==> config.mk <==
export PLATFORM = sky130hd
export DESIGN_NAME = hazard_controller_flat
export DESIGN_NICKNAME = d
export VERILOG_FILES = /design/src/rtl/hazard_controller_if.sv /design/src/rtl/hazard_controller.sv /design/src/flat_wrapper.sv
export SDC_FILE = /design/constraint.sdc
export NUM_CORES = 1
export LEC_CHECK = 0
export BUFFER_PORTS_ARGS = -buffer_cell sky130_fd_sc_hd__buf_4
export CAP_MARGIN = 20
export CORE_MARGIN = 10
export CORE_UTILIZATION = 48
export DETAILED_ROUTE_END_ITERATION = 8
export PLACE_DENSITY_LB_ADDON = 0.12
export SLEW_MARGIN = 0
export SYNTH_ARGS = -nofsm -noshare
export SYNTH_HDL_FRONTEND = slang
export SYNTH_SLANG_ARGS = --single-unit
==> constraint.sdc <==
create_clock -name clk -period 2.4 [get_ports clk]
set_clock_uncertainty 0.1 [all_clocks]
set_input_delay 0.48 -clock clk [delete_from_list [all_inputs] [get_ports clk]]
set_output_delay 0.48 -clock clk [all_outputs]
set_load 0.02 [all_outputs]
==> src/rtl/hazard_controller_if.sv <==
// Pipeline-side signal bundle for the hazard controller: ID/EX hazard inputs,
// interrupt request, and the stall/flush/memory-arbitration controls it drives.
interface hazard_controller_if;
  logic       id_rd_en_a;
  logic       id_rd_en_b;
  logic [1:0] id_r_add_a;
  logic [1:0] id_r_add_b;
  logic       ex_w_e_r;
  logic [1:0] ex_w_add;
  logic [2:0] ex_w_data_s;
  logic       ex_branch_taken;
  logic       mem_data_req;
  logic       irq;

  logic       stall_pc;
  logic       stall_if_id;
  logic       flush_if_id;
  logic       flush_id_ex;
  logic       mem_grant;
  logic       push_pc;
  logic       load_vec;
  logic       irq_busy;
  logic       irq_ack;

  // Pipeline side: supplies hazard information, consumes the controls.
  modport master (
    output id_rd_en_a, id_rd_en_b, id_r_add_a, id_r_add_b,
    output ex_w_e_r, ex_w_add, ex_w_data_s, ex_branch_taken,
    output mem_data_req, irq,
    input  stall_pc, stall_if_id, flush_if_id, flush_id_ex,
    input  mem_grant, push_pc, load_vec, irq_busy, irq_ack
  );

  // Controller side.
  modport slave (
    input  id_rd_en_a, id_rd_en_b, id_r_add_a, id_r_add_b,
    input  ex_w_e_r, ex_w_add, ex_w_data_s, ex_branch_taken,
    input  mem_data_req, irq,
    output stall_pc, stall_if_id, flush_if_id, flush_id_ex,
    output mem_grant, push_pc, load_vec, irq_busy, irq_ack
  );
endinterface

==> src/rtl/hazard_controller.sv <==
// Sequencing controller for the 5-stage pipeline: load-use stall, branch flush,
// memory port arbitration and the drain/push/vector interrupt entry sequence.
module hazard_controller #(
  parameter int unsigned DRAIN_CYCLES = 3
) (
  input logic               clk,
  input logic               rst_n,
  hazard_controller_if.slave hz
);

  typedef enum logic [1:0] {StRun, StDrain, StPush, StVec} state_e;

  localparam logic [2:0] DrainLoad = 3'(DRAIN_CYCLES - 1);
  localparam logic [1:0] RegSp     = 2'b11;
  localparam logic [2:0] SelMem    = 3'b000;

  state_e     state_q;
  logic [2:0] drain_cnt_q;
  logic       irq_q;
  logic       irq_pend_q;
  logic       irq_ack_q;

  logic match_a;
  logic match_b;
  logic load_use;
  logic irq_rise;
  logic branch;

  logic stall_pc;
  logic stall_if_id;
  logic flush_if_id;
  logic flush_id_ex;
  logic mem_grant;
  logic push_pc;
  logic load_vec;
  logic irq_busy;

  // SP reads are served by the SP unit, never by the forwarding path, so they never stall.
  assign match_a  = hz.id_rd_en_a && (hz.id_r_add_a != RegSp) && (hz.id_r_add_a == hz.ex_w_add);
  assign match_b  = hz.id_rd_en_b && (hz.id_r_add_b != RegSp) && (hz.id_r_add_b == hz.ex_w_add);
  assign load_use = hz.ex_w_e_r && (hz.ex_w_data_s == SelMem) && (match_a || match_b);
  assign irq_rise = hz.irq && !irq_q;
  assign branch   = hz.ex_branch_taken;

  always_ff @(posedge clk) begin
    if (!rst_n) begin
      state_q     <= StRun;
      drain_cnt_q <= 3'd0;
      irq_q       <= 1'b0;
      irq_pend_q  <= 1'b0;
      irq_ack_q   <= 1'b0;
    end else begin
      irq_q     <= hz.irq;
      irq_ack_q <= (state_q == StVec);
      // The acknowledge edge retires the request; any edge seen before it is merged.
      if (state_q == StVec) begin
        irq_pend_q <= 1'b0;
      end else if (irq_rise) begin
        irq_pend_q <= 1'b1;
      end

      case (state_q)
        StRun: begin
          if (irq_pend_q && !branch && !load_use) begin
            state_q     <= StDrain;
            drain_cnt_q <= DrainLoad;
          end
        end
        StDrain: begin
          // A branch resolving mid-drain redirects the PC, so the drain restarts behind it.
          if (branch) begin
            drain_cnt_q <= DrainLoad;
          end else if (drain_cnt_q == 3'd0) begin
            state_q <= StPush;
          end else begin
            drain_cnt_q <= drain_cnt_q - 3'd1;
          end
        end
        StPush:  state_q <= StVec;
        StVec:   state_q <= StRun;
      endcase
    end
  end

  always_comb begin
    stall_pc    = 1'b0;
    stall_if_id = 1'b0;
    flush_if_id = 1'b0;
    flush_id_ex = 1'b0;
    mem_grant   = 1'b0;
    push_pc     = 1'b0;
    load_vec    = 1'b0;
    irq_busy    = 1'b0;
    if (rst_n) begin
      unique case (state_q)
        StRun: begin
          if (branch) begin
            flush_if_id = 1'b1;
            flush_id_ex = 1'b1;
            // The MEM-stage access belongs to an older instruction and must still complete.
            mem_grant   = hz.mem_data_req;
          end else if (load_use) begin
            stall_pc    = 1'b1;
            stall_if_id = 1'b1;
            flush_id_ex = 1'b1;
            mem_grant   = hz.mem_data_req;
          end else if (hz.mem_data_req) begin
            mem_grant   = 1'b1;
            stall_pc    = 1'b1;
            flush_if_id = 1'b1;
          end
        end
        StDrain: begin
          stall_pc    = 1'b1;
          flush_if_id = 1'b1;
          irq_busy    = 1'b1;
          mem_grant   = hz.mem_data_req;
          flush_id_ex = branch;
        end
        StPush: begin
          mem_grant   = 1'b1;
          push_pc     = 1'b1;
          stall_pc    = 1'b1;
          flush_if_id = 1'b1;
          irq_busy    = 1'b1;
        end
        StVec: begin
          mem_grant   = 1'b1;
          load_vec    = 1'b1;
          flush_if_id = 1'b1;
          irq_busy    = 1'b1;
        end
      endcase
    end
  end

  assign hz.stall_pc    = stall_pc;
  assign hz.stall_if_id = stall_if_id;
  assign hz.flush_if_id = flush_if_id;
  assign hz.flush_id_ex = flush_id_ex;
  assign hz.mem_grant   = mem_grant;
  assign hz.push_pc     = push_pc;
  assign hz.load_vec    = load_vec;
  assign hz.irq_busy    = irq_busy;
  assign hz.irq_ack     = irq_ack_q && rst_n;

endmodule

==> src/flat_wrapper.sv <==
// flat-port wrapper written by rule: the top's interface ports become plain ports
module hazard_controller_flat 
#(
  parameter int unsigned DRAIN_CYCLES = 3
)
  (clk, rst_n, hz_id_rd_en_a, hz_id_rd_en_b, hz_id_r_add_a, hz_id_r_add_b, hz_ex_w_e_r, hz_ex_w_add, hz_ex_w_data_s, hz_ex_branch_taken, hz_mem_data_req, hz_irq, hz_stall_pc, hz_stall_if_id, hz_flush_if_id, hz_flush_id_ex, hz_mem_grant, hz_push_pc, hz_load_vec, hz_irq_busy, hz_irq_ack);
  hazard_controller_if hz_i ();
  input logic clk;
  input logic rst_n;
  input wire logic [$bits(hz_i.id_rd_en_a)-1:0] hz_id_rd_en_a;
  input wire logic [$bits(hz_i.id_rd_en_b)-1:0] hz_id_rd_en_b;
  input wire logic [$bits(hz_i.id_r_add_a)-1:0] hz_id_r_add_a;
  input wire logic [$bits(hz_i.id_r_add_b)-1:0] hz_id_r_add_b;
  input wire logic [$bits(hz_i.ex_w_e_r)-1:0] hz_ex_w_e_r;
  input wire logic [$bits(hz_i.ex_w_add)-1:0] hz_ex_w_add;
  input wire logic [$bits(hz_i.ex_w_data_s)-1:0] hz_ex_w_data_s;
  input wire logic [$bits(hz_i.ex_branch_taken)-1:0] hz_ex_branch_taken;
  input wire logic [$bits(hz_i.mem_data_req)-1:0] hz_mem_data_req;
  input wire logic [$bits(hz_i.irq)-1:0] hz_irq;
  output wire logic [$bits(hz_i.stall_pc)-1:0] hz_stall_pc;
  output wire logic [$bits(hz_i.stall_if_id)-1:0] hz_stall_if_id;
  output wire logic [$bits(hz_i.flush_if_id)-1:0] hz_flush_if_id;
  output wire logic [$bits(hz_i.flush_id_ex)-1:0] hz_flush_id_ex;
  output wire logic [$bits(hz_i.mem_grant)-1:0] hz_mem_grant;
  output wire logic [$bits(hz_i.push_pc)-1:0] hz_push_pc;
  output wire logic [$bits(hz_i.load_vec)-1:0] hz_load_vec;
  output wire logic [$bits(hz_i.irq_busy)-1:0] hz_irq_busy;
  output wire logic [$bits(hz_i.irq_ack)-1:0] hz_irq_ack;
  assign hz_i.id_rd_en_a = hz_id_rd_en_a;
  assign hz_i.id_rd_en_b = hz_id_rd_en_b;
  assign hz_i.id_r_add_a = hz_id_r_add_a;
  assign hz_i.id_r_add_b = hz_id_r_add_b;
  assign hz_i.ex_w_e_r = hz_ex_w_e_r;
  assign hz_i.ex_w_add = hz_ex_w_add;
  assign hz_i.ex_w_data_s = hz_ex_w_data_s;
  assign hz_i.ex_branch_taken = hz_ex_branch_taken;
  assign hz_i.mem_data_req = hz_mem_data_req;
  assign hz_i.irq = hz_irq;
  assign hz_stall_pc = hz_i.stall_pc;
  assign hz_stall_if_id = hz_i.stall_if_id;
  assign hz_flush_if_id = hz_i.flush_if_id;
  assign hz_flush_id_ex = hz_i.flush_id_ex;
  assign hz_mem_grant = hz_i.mem_grant;
  assign hz_push_pc = hz_i.push_pc;
  assign hz_load_vec = hz_i.load_vec;
  assign hz_irq_busy = hz_i.irq_busy;
  assign hz_irq_ack = hz_i.irq_ack;
  hazard_controller #(.DRAIN_CYCLES(DRAIN_CYCLES)) u_core (.clk(clk), .rst_n(rst_n), .hz(hz_i));
endmodule
==> flow_metrics.py <==
metrics = {
    "timing": {
        "final_max_slew_viol_count": 0,
        "fmaxAchievable_mhz": 418,
        "post-route-period-util_pct": 99.6,
        "worst_pin_slew_ps": 408,
        "rsz0062_at_grt": "true",
        "setup_viol": 0,
        "setup_tns_ps": 0,
        "hold_viol_final": 0,
        "maxSlewHeadroom_pct": 72.5,
        "fin_crit_ps": 2390,
    },
    "cts": {
        "hold_buffers": 0,
        "cts.sinks": 8,
        "clk_pin_slew_ps": 60,
        "clockBufferDepth": 2,
        "h-tree-depth": 1,
        "cts_tree": "done",
        "clock_latency_ps": 260,
        "clockRootBuffer": "clkbuf_4",
        "cts_buffers": 3,
    },
    "floorplan": {
        "die_h_um": 58.9,
        "initial_core_util_pct": 53.1,
        "core_um2": 1370,
        "pin_count": 26,
        "placement_rows": 13,
        "die_area_um2": 3470,
        "die_w_um": 58.9,
    },
    "place": {
        "gp_congestion": 0.783,
        "io_buffers": 25,
        "hpwl_mm": 1.54,
        "dpl.cell_count": 128,
        "placed_area_um2": 952,
    },
    "synthesis": {
        "synth_common_cells": "8 x dfxtp_1, 7 x inv_1, 7 x nor2_1",
        "seq_area_frac_synth_pct": 22.1,
        "synth_seq_cells": 8,
        "synth.largest_area_cell": "dfxtp_1",
        "synth_warnings": 0,
        "synth_edf_count": 0,
        "syn_area_per_cell_um2": 8.25,
        "syn-instance-count": 88,
        "netlist.area_leader.share_pct": 22.1,
        "yosysUniqueCellTypes": 36,
        "synthFlopType": "dfxtp_1",
        "syn-cell-area_um2": 726,
        "async_flop_share_pct": 0,
        "synth_fp_nets": 111,
        "yosysMostFrequentCell": "dfxtp_1",
        "synth_area_leaders": "dfxtp_1 22%, ha_1 10%, and2_1 4.3%, o21ai_0 4.1%, nor3b_1 4.1%",
    },
    "setup_path": {
        "critPathMaxStageDelay_ps": 540,
        "crit_fanout": 5,
        "crit_type": "input pin to output port",
        "critical_path_arrival_ps": 1810,
        "critPathTopFamily": "compound AO/OA/AOI/OAI gates",
        "crit_chain": "buf_6, or4b_4, a31oi_4, o21ai_0, a21boi_1, buf_4",
        "required_ps": 1820,
        "cpMaxStageDelayCell": "or4b_4",
        "start_kind": "input pin",
        "end_kind": "output port",
        "path_buf_inv": 2,
    },
    "final_layout": {
        "fin_cells": 132,
        "num-nets-final": 142,
        "fin_area_um2": 992,
        "final_core_utilization_pct": 72.6,
        "syn2layout_area_growth_pct": 36.7,
        "fill_cells": 115,
        "drive_gt1_share_pct": 34.2,
        "n_antenna_cell": 0,
    },
    "pwr": {
        "power_uw": 725,
        "p_leak_uw": 0.000441,
        "p_per_area_nw_per_um2": 731,
        "peakVddDrop_mv": 0.738,
    },
    "min_path": {
        "hp-class": "input pin to flop",
    },
    "routing": {
        "via_per_inst": 5.53,
        "via_count": 730,
        "routed_wl_mm": 1.84,
        "drc": 0,
        "dr.first_iter.drc_count": 10,
        "wl_per_cell_um": 14.0,
        "firstDrtPassIters": 4,
        "drtAntennaViolNets": 0,
    },
    "global_route": {
        "grt.overflow.total": 0,
        "grt_pass1_wl_mm": 3.07,
        "antenna_found_initial": 0,
        "track_usage_pct": 10.8,
        "grt_pass1_vias": 687,
        "grt_max_degree": 22,
    },
    "status": {
        "status": "complete, no violations",
    },
    "flow_run": {
        "cap_violations": 0,
    },
}
## layout make-up
cell class	count	area (µm²)	share of cell area [%]
clock buffers	3	22.5	2.27
multi-input cells	70	543	54.7
well taps	15	18.8	1.89
repair buffers	29	221	22.3
inverters	7	26.3	2.65
flip-flops and latches	8	160	16.1
## cell usage in the layout, fill, tap and decap left out, types with 2 or more instances in the layout
cell type / count
a21oi_1: 3
and2_1: 5
buf_4: 28
clkbuf_4: 3
dfxtp_1: 8
ha_1: 6
inv_1: 7
nand2_1: 6
nand2b_1: 3
nand3_1: 2
nor2_1: 7
nor3b_1: 4
nor4bb_1: 2
o21a_1: 2
o21ai_0: 6
xnor2_1: 2
## worst reg2reg max path, delay by kind of cell, from the launching register on
kind | cells | cell delay, ps
and+or+nand+nor | 3 | 800
DFF | 1 | 340
adders and majority gates | 1 | 280
buffers and inverters | 2 | 200
AOI/OAI and AO/OA | 1 | 140
## where the power goes
part           internal, µW  total (µW)  switching (µW)
sequential              153         169            16.3
combinational           196         445             249
clock                  57.7         111            53.0
## cell families after synthesis
family / share of synthesized area (%)
adder cells (fa/ha/maj): 10.3
buffers and inverters: 5.17
multiplexers: 2.93
XOR/XNOR: 2.41
AO/OA/AOI/OAI: 26.7
flip-flops: 22.1
AND/OR/NAND/NOR: 30.3
## per-layer routing
| layer | track usage [%] | wire [µm] | vias up |
|---|---|---|---|
| met2 | 18.6 | 925 | 21 |
| met1 | 12.5 | 791 | 336 |
| met4 | 1.97 | 7 | 0 |
| met5 | 0 | 0 | - |
| li1 | - | - | 371 |
| met3 | 3.86 | 120 | 2 |
## worst paths after layout
path	startpoint	endpoint	slack [ps]	depth (start not counted)
worst max-delay path	hz_ex_w_data_s[2]	hz_flush_id_ex	9	6
worst min-delay path	hz_irq	u_core.irq_q	340	2
worst max register to register	u_core.state_q[1]	u_core.drain_cnt_q[2]	470	7
worst min register to register	u_core.state_q[1]	u_core.state_q[1]	400	2
## stage by stage
step                hold WS [ps]  setup WS [ps]
floorplan                    368           56.4
global placement             385           1.93
detailed placement           397          -20.0
CTS                          336           9.56
global route                 350          -82.4
finish                       337           9.29
## sequential cells by signal, summed over array words and instances (netlist names)
register and flops:
u_core.irq_pend_q 1, u_core.irq_ack_q 1, u_core.irq_q 1, u_core.state_q 2, u_core.drain_cnt_q 3
## timing repair
| action | 4_1_cts | 5_1_grt |
|---|---|---|
| resized for setup | 2 | 0 |
| endpoints found under the hold margin | 0 | 0 |
| pin swaps | 3 | 0 |
| setup endpoints to repair | 1 | 3 |
| setup buffers | 0 | 1 |
Note: power is estimated with default switching activity, not from simulation.
